==> config.mk <==
export PLATFORM = sky130hd
export DESIGN_NAME = bsg_rr_arb_mux_buffer_w28_e2_flat
export DESIGN_NICKNAME = d
export VERILOG_FILES = /design/src/rtl/bsg_rr_arb_mux_buffer_w28_e2_if.sv /design/src/rtl/bsg_rr_arb_mux_buffer_w28_e2.sv /design/src/flat_wrapper.sv
export SDC_FILE = /design/constraint.sdc
export NUM_CORES = 1
export LEC_CHECK = 0
export ABC_AREA = 1
export BUFFER_PORTS_ARGS = -buffer_cell sky130_fd_sc_hd__buf_2
export CAP_MARGIN = 20
export CORE_UTILIZATION = 54
export DETAILED_ROUTE_END_ITERATION = 12
export GPL_TIMING_DRIVEN = 0
export PLACE_DENSITY = 0.91
export SLEW_MARGIN = 20
export SYNTH_ARGS = -nofsm -noshare
export SYNTH_HDL_FRONTEND = slang
export SYNTH_SLANG_ARGS = --single-unit
==> constraint.sdc <==
create_clock -name clk_i -period 6.62 [get_ports clk_i]
set_input_delay 1.986 -clock clk_i [delete_from_list [all_inputs] [get_ports clk_i]]
set_output_delay 1.986 -clock clk_i [all_outputs]
set_load 0.005 [all_outputs]
==> src/rtl/bsg_rr_arb_mux_buffer_w28_e2_if.sv <==
// ---------------------------------------------------------------------------
// bsg_rr_arb_mux_buffer_w28_e2_if
// Handshake bundle for the two-channel round-robin arbiter / output buffer.
//   data_i        : {ch1, ch0} producer payloads, width_p bits each
//   v_i           : per-channel producer valid
//   yumi_o        : per-channel accept back to the producers (one-hot or zero)
//   sel_one_hot_o : raw grant vector, ungated by FIFO full (debug tap)
//   data_o/tag_o  : FIFO head payload and its source channel
//   v_o           : FIFO non-empty
//   yumi_i        : downstream consumes the head
// The "slave" modport is the buffer's view; "master" is the environment's.
// ---------------------------------------------------------------------------
interface bsg_rr_arb_mux_buffer_w28_e2_if #(
  parameter int width_p = 28
);
  logic [2*width_p-1:0] data_i;
  logic [1:0]           v_i;
  logic [1:0]           yumi_o;
  logic [1:0]           sel_one_hot_o;
  logic [width_p-1:0]   data_o;
  logic                 tag_o;
  logic                 v_o;
  logic                 yumi_i;

  modport slave (
    input  data_i, v_i, yumi_i,
    output yumi_o, sel_one_hot_o, data_o, tag_o, v_o
  );

  modport master (
    output data_i, v_i, yumi_i,
    input  yumi_o, sel_one_hot_o, data_o, tag_o, v_o
  );
endinterface

==> src/rtl/bsg_rr_arb_mux_buffer_w28_e2.sv <==
// ---------------------------------------------------------------------------
// bsg_rr_arb_mux_buffer_w28_e2
// Two-channel round-robin arbiter feeding a small FIFO of {tag, payload}.
// Ports:
//   clk_i   : clock, rising edge
//   reset_i : asynchronous active-high reset (control state only)
//   bus     : handshake bundle (slave modport), see the interface file
// The winner of arbitration is muxed with a one-hot AND-OR mux and written
// into the FIFO; the FIFO head is presented unregistered from storage.
// ---------------------------------------------------------------------------

// Protocol checks for the buffer; kept out of the datapath module.
module bsg_rr_arb_mux_buffer_w28_e2_checker (
  input logic       clk_i,
  input logic       reset_i,
  input logic [1:0] v_i,
  input logic [1:0] yumi_o,
  input logic       v_o,
  input logic       yumi_i
);
  a_no_consume_when_empty: assert property (@(posedge clk_i) disable iff (reset_i)
    !(yumi_i && !v_o));
  a_yumi_only_when_valid: assert property (@(posedge clk_i) disable iff (reset_i)
    (yumi_o & ~v_i) == 2'b00);
  a_yumi_one_hot: assert property (@(posedge clk_i) disable iff (reset_i)
    $onehot0(yumi_o));
endmodule

module bsg_rr_arb_mux_buffer_w28_e2 #(
  parameter int width_p = 28,
  parameter int els_p   = 2
) (
  input logic                           clk_i,
  input logic                           reset_i,
  bsg_rr_arb_mux_buffer_w28_e2_if.slave bus
);
  localparam int ptr_w_lp = (els_p > 1) ? $clog2(els_p) : 1;
  localparam int cnt_w_lp = $clog2(els_p + 1);
  localparam logic [ptr_w_lp-1:0] last_ptr_lp = ptr_w_lp'(els_p - 1);
  localparam logic [cnt_w_lp-1:0] full_cnt_lp = cnt_w_lp'(els_p);

  // Pointer increment with wrap at els_p-1 (depth need not be a power of two).
  function automatic logic [ptr_w_lp-1:0] next_ptr(input logic [ptr_w_lp-1:0] p);
    if (p == last_ptr_lp) next_ptr = {ptr_w_lp{1'b0}};
    else                  next_ptr = p + ptr_w_lp'(1);
  endfunction

  logic [ptr_w_lp-1:0] wr_ptr_q, wr_ptr_d;
  logic [ptr_w_lp-1:0] rd_ptr_q, rd_ptr_d;
  logic [cnt_w_lp-1:0] count_q,  count_d;
  logic                last_q,   last_d;
  logic [width_p:0]    mem_q [els_p];
  logic [width_p:0]    wr_entry_d;

  logic [1:0]          grant;
  logic [width_p-1:0]  word;
  logic                full;
  logic                not_empty;
  logic [1:0]          yumi;
  logic                enq;
  logic                deq;

  // Round-robin grant; last_q holds the channel of the most recent enqueue,
  // and reset forces the grant (and thus yumi_o) low asynchronously.
  always_comb begin
    grant = 2'b00;
    if (reset_i) begin
      grant = 2'b00;
    end else begin
      case (bus.v_i)
        2'b01:   grant = 2'b01;
        2'b10:   grant = 2'b10;
        2'b11:   grant = last_q ? 2'b01 : 2'b10;
        default: grant = 2'b00;
      endcase
    end
  end

  // One-hot AND-OR payload mux.
  always_comb begin
    word = {width_p{1'b0}};
    for (int i = 0; i < 2; i++) begin
      word = word | (bus.data_i[i*width_p +: width_p] & {width_p{grant[i]}});
    end
  end

  assign full       = (count_q == full_cnt_lp);
  assign not_empty  = (count_q != {cnt_w_lp{1'b0}});
  assign yumi       = grant & {2{~full}};
  assign enq        = |yumi;
  // Dequeue is gated by non-empty so an illegal yumi_i cannot corrupt state.
  assign deq        = bus.yumi_i & not_empty;
  assign wr_entry_d = {grant[1], word};

  // Next-state for pointers, occupancy and round-robin priority.
  always_comb begin
    wr_ptr_d = wr_ptr_q;
    rd_ptr_d = rd_ptr_q;
    count_d  = count_q;
    last_d   = last_q;
    if (enq) begin
      wr_ptr_d = next_ptr(wr_ptr_q);
      last_d   = grant[1];
    end else begin
      wr_ptr_d = wr_ptr_q;
      last_d   = last_q;
    end
    if (deq) begin
      rd_ptr_d = next_ptr(rd_ptr_q);
    end else begin
      rd_ptr_d = rd_ptr_q;
    end
    case ({enq, deq})
      2'b10:   count_d = count_q + cnt_w_lp'(1);
      2'b01:   count_d = count_q - cnt_w_lp'(1);
      default: count_d = count_q;
    endcase
  end

  // Control state register; last_q resets to 1 so channel 0 wins first.
  always_ff @(posedge clk_i or posedge reset_i) begin
    if (reset_i) begin
      wr_ptr_q <= {ptr_w_lp{1'b0}};
      rd_ptr_q <= {ptr_w_lp{1'b0}};
      count_q  <= {cnt_w_lp{1'b0}};
      last_q   <= 1'b1;
    end else begin
      wr_ptr_q <= wr_ptr_d;
      rd_ptr_q <= rd_ptr_d;
      count_q  <= count_d;
      last_q   <= last_d;
    end
  end

  // Payload storage; intentionally not reset.
  always_ff @(posedge clk_i) begin
    if (enq) begin
      mem_q[wr_ptr_q] <= wr_entry_d;
    end
  end

  assign bus.sel_one_hot_o = grant;
  assign bus.yumi_o        = yumi;
  assign bus.v_o           = not_empty;
  assign bus.data_o        = mem_q[rd_ptr_q][width_p-1:0];
  assign bus.tag_o         = mem_q[rd_ptr_q][width_p];

  bsg_rr_arb_mux_buffer_w28_e2_checker u_checker (
    .clk_i   (clk_i),
    .reset_i (reset_i),
    .v_i     (bus.v_i),
    .yumi_o  (yumi),
    .v_o     (not_empty),
    .yumi_i  (bus.yumi_i)
  );
endmodule

==> src/flat_wrapper.sv <==
// flat-port wrapper written by rule: the top's interface ports become plain ports
module bsg_rr_arb_mux_buffer_w28_e2_flat 
#(
  parameter int width_p = 28,
  parameter int els_p   = 2
)
  (clk_i, reset_i, bus_data_i, bus_v_i, bus_yumi_i, bus_yumi_o, bus_sel_one_hot_o, bus_data_o, bus_tag_o, bus_v_o);
  bsg_rr_arb_mux_buffer_w28_e2_if #(.width_p(width_p)) bus_i ();
  input logic clk_i;
  input logic reset_i;
  input wire logic [$bits(bus_i.data_i)-1:0] bus_data_i;
  input wire logic [$bits(bus_i.v_i)-1:0] bus_v_i;
  input wire logic [$bits(bus_i.yumi_i)-1:0] bus_yumi_i;
  output wire logic [$bits(bus_i.yumi_o)-1:0] bus_yumi_o;
  output wire logic [$bits(bus_i.sel_one_hot_o)-1:0] bus_sel_one_hot_o;
  output wire logic [$bits(bus_i.data_o)-1:0] bus_data_o;
  output wire logic [$bits(bus_i.tag_o)-1:0] bus_tag_o;
  output wire logic [$bits(bus_i.v_o)-1:0] bus_v_o;
  assign bus_i.data_i = bus_data_i;
  assign bus_i.v_i = bus_v_i;
  assign bus_i.yumi_i = bus_yumi_i;
  assign bus_yumi_o = bus_i.yumi_o;
  assign bus_sel_one_hot_o = bus_i.sel_one_hot_o;
  assign bus_data_o = bus_i.data_o;
  assign bus_tag_o = bus_i.tag_o;
  assign bus_v_o = bus_i.v_o;
  bsg_rr_arb_mux_buffer_w28_e2 #(.width_p(width_p), .els_p(els_p)) u_core (.clk_i(clk_i), .reset_i(reset_i), .bus(bus_i));
endmodule
==> out/qor.log <==
qor: route.detailedRoute.firstPassIterationCount 4
qor: clocking.insertion_delay_of_the_later_clocked_pin_in_the_worst_skew_pair 320 ps
qor: critical_path.reg2reg_setup_slack 4710 ps
qor: grt.grt_max_degree 21
qor: floorplanning.die_area 5440 um2
qor: synthesis.synth_flop_cell sky130_fd_sc_hd__edfxtp_1
qor: synthesis.synth.yosys.seq_area_share 67.2%
qor: worst_hold_path.hp-class flip-flop to flip-flop
qor: sta.report.final.slew_viol_count 0
qor: grt.global_route.usage.total 23.2%
qor: critical_path.cpPeakStageDelay 230 ps
qor: clocking.cts-root-buf sky130_fd_sc_hd__clkbuf_8
qor: synthesis.netlist_instances 287
qor: final_layout.nNetsFinal 456
qor: synthesis.ys_seq_elements 63
qor: sta.setup_total_negative_slack 0 ps
qor: sta.timing.slew.headroom 63.4%
qor: critical_path.timing.critical_path.buf_inv 4
qor: critical_path.crit_path_cell_trace buf_2 -> nor2_2 -> nand2_1 -> inv_2 -> buf_2 -> buf_2
qor: clocking.post_cts_buffers 0
qor: placed_design.gp_routability_congestion 0.693
qor: clocking.clkTransAtPathRegs 60 ps
qor: clocking.cts_repair_resize_count 0
qor: grt.vias_in_the_first_global_route 2060
qor: critical_path.timing.critical_path.slowest_stage_cell sky130_fd_sc_hd__buf_2
qor: critical_path.worst_reg2reg_path_startpoint u_core.last_q
qor: critical_path.worst-r2r-cell-count 7
qor: final_layout.area_delta_synth_final 28.1%
qor: route.detail_route.wl_per_cell 12.9 um
qor: synthesis.synth-xor-area-share 0.945%
qor: synthesis.syn_avg_cell_area 9.69 um2
qor: critical_path.required 4630 ps
qor: critical_path.critical_path_depth 6
qor: final_layout.n_fill_cell 340
qor: clocking.tritoncts.num_buffers 9
qor: route.dr.first_iter.drc_count 139
qor: synthesis.synth_largest_area_cell sky130_fd_sc_hd__edfxtp_1
qor: critical_path.critical-path-top-cell-by-count sky130_fd_sc_hd__buf_2
qor: synthesis.synth-async-reset-ratio 7.94%
qor: sta.max_freq 211 MHz
qor: grt.globalRouteOverflowTotal 0
qor: sta.finalHoldViolCount 0
qor: final_layout.insertedDiodeCount 0
qor: floorplanning.io_pins 95
qor: critical_path.critical_path_peak_fanout 12
qor: sta.timing_worst_slew_pin_value 549 ps
qor: flow_run.max-cap-violations 0
qor: run_status.run_status completed
qor: synthesis.number_of_enable_type_register_cells_in_the_synthesized_netlist 58
qor: critical_path.timing_worst_setup_path_type primary input to output pin
qor: synthesis.synthTopCellsByCount sky130_fd_sc_hd__nand2_1 (183), sky130_fd_sc_hd__edfxtp_1 (58), sky130_fd_sc_hd__inv_1 (15)
qor: final_layout.post_route_cells_drive_above_1_share 30.9%
qor: route.drcViolationCount 0
qor: synthesis.synth_area 2780 um2
qor: critical_path.cp-startpoint reset_i
qor: sta.grt_setup_unrepaired false
qor: synthesis.synth.area.mux_share 0%
qor: floorplanning.floorplan.die.width 73.8 um
qor: critical_path.path_delay_family buffers and inverters
qor: critical_path.arrival 2750 ps
qor: critical_path.startpoint_type primary input
qor: synthesis.post_synth_adder_cell_area 0.450%
qor: route.drt.antenna.violating_nets 0
qor: sta.setup-violations-final 0
qor: floorplanning.die_height 73.8 um
qor: synthesis.yosys.cell_count.top_type sky130_fd_sc_hd__nand2_1
qor: sta.final_clock_period_utilization_by_the_worst_path 71.6%
qor: clocking.clkSinkCount 63
qor: final_layout.layout.core_utilization 73.5%
qor: critical_path.worst_setup_path_endpoint bus_sel_one_hot_o[1]
qor: synthesis.synth_top_cells_by_area sky130_fd_sc_hd__edfxtp_1 (63%), sky130_fd_sc_hd__nand2_1 (25%), sky130_fd_sc_hd__dfrtp_1 (3.6%)
qor: critical_path.worst_r2r_endpoint u_core.mem_q[0][7]
qor: route.total_routed_wirelength 6020 um
qor: synthesis.yosysUniqueCellTypes 16
qor: synthesis.postSynthNetCount 349
qor: critical_path.critPathCaptureType output pin
qor: synthesis.synth_top_family_by_area simple AND/OR/NAND/NOR gates
qor: pwr.total_leakage_power 1.79 nW
qor: pwr.pwr_density_cell 372 nW/um2
qor: final_layout.finish.cell_count_without_fillers 465
qor: clocking.cts_tree done
qor: grt.grt_first_pass_wirelength 9020 um
qor: synthesis.ys.warnings.count 0
qor: pwr.ir_drop 217 uV
qor: route.post_drt_via_cell_ratio 4.79
qor: clocking.cts_buffer_depth 2
qor: placed_design.dp.cells 450
qor: floorplanning.rows 25
qor: floorplanning.floorplan.initialDensity 57.3%
qor: sta.timing.clock.skew 5.49 ps
qor: sta.final.min_clock_period 4740 ps
qor: synthesis.post-synth-top-area-fraction 62.6%
qor: placed_design.place_hpwl 4150 um
qor: route.vias 2228
qor: placed_design.io_buffer_count 94
qor: clocking.ctsHoldBuffers 0
qor: synthesis.synth_compound_gate_area_share 0.180%
qor: synthesis.fraction_of_the_mapped_netlist_area_in_simple_logic_gates 26.0%
qor: clocking.clock_tree.htree_level_count 3
qor: grt.antenna_found_initial 0
qor: floorplanning.placeable_area 4850 um2
-- registers in the layout, summed over array words and instances (netlist names) --
name and flops:
u_core.mem_q 58, u_core.count_q 2, u_core.last_q 1, u_core.rd_ptr_q 1, u_core.wr_ptr_q 1
-- power breakdown --
group	leakage [nW]	internal (mW)	switching, mW
Clock	0.0872	0.169	0.138
Sequential	0.603	0.546	0.0264
Combinational	1.10	0.172	0.275
Total	1.79	0.887	0.439
-- layout by cell type (no fill, tap or decap), drive strengths merged --
cell type / n
nand2: 183
buf: 105
edfxtp: 58
inv: 17
clkbuf: 13
nand3: 4
dfrtp: 4
nor2: 3
clkinv: 3
xor2: 2
o21ai: 1
xnor2: 1
ha: 1
clkinvlp: 1
bufinv: 1
dfstp: 1
-- stage by stage --
stage	cell area, um2	worst slack (ps)	power [mW]	hold slack [ps]
6_report	3560	1880	1.33	495
5_1_grt	3560	1830	1.41	518
4_1_cts	3560	1880	1.34	493
3_5_place_dp	3380	1880	1.03	481
3_3_place_gp	3330	1830	0.988	472
2_1_floorplan	2780	2250	0.826	459
-- how the worst min path moves through the flow --
stage,slack (ps),endpoint,cells after the start,start
after floorplan,460,u_core.count_q[0],1,u_core.count_q[0]
after global placement,470,u_core.count_q[0],1,u_core.count_q[0]
after detailed placement,480,u_core.count_q[0],1,u_core.count_q[0]
after CTS,490,u_core.count_q[0],1,u_core.count_q[0]
after global routing,520,u_core.count_q[0],1,u_core.count_q[0]
final,500,u_core.count_q[0],1,u_core.count_q[0]
-- final cells by class --
cell class,count,area (um2),share of cell area (%)
Tap cell,67,83.8,2.35
Sequential cell,63,1870,52.4
Buffer,12,81.3,2.28
Inverter,17,63.8,1.79
Timing Repair Buffer,96,513,14.4
Clock inverter,5,50.0,1.40
Clock buffer,10,128,3.58
Multi-Input combinational cell,195,774,21.7
-- routing by layer --
metal	share of wire, %	vias up	GRT usage, %
met3	3.9	2	4.94
met4	0.20	0	8.33
met5	0	-	0
li1	-	1120	-
met2	55	71	44.3
met1	41	1035	24.9
-- logic make-up (layout without fill, tap and decap cells) --
logic type | Yosys count | count (layout)
AO/OA/AOI/OAI | 1 | 1
AND/OR/NAND/NOR | 190 | 190
adder cells (fa/ha/maj) | 1 | 1
flip-flops | 63 | 63
XOR/XNOR | 3 | 3
buffers and inverters | 29 | 140
Note: power is estimated with default switching activity, not from simulation.
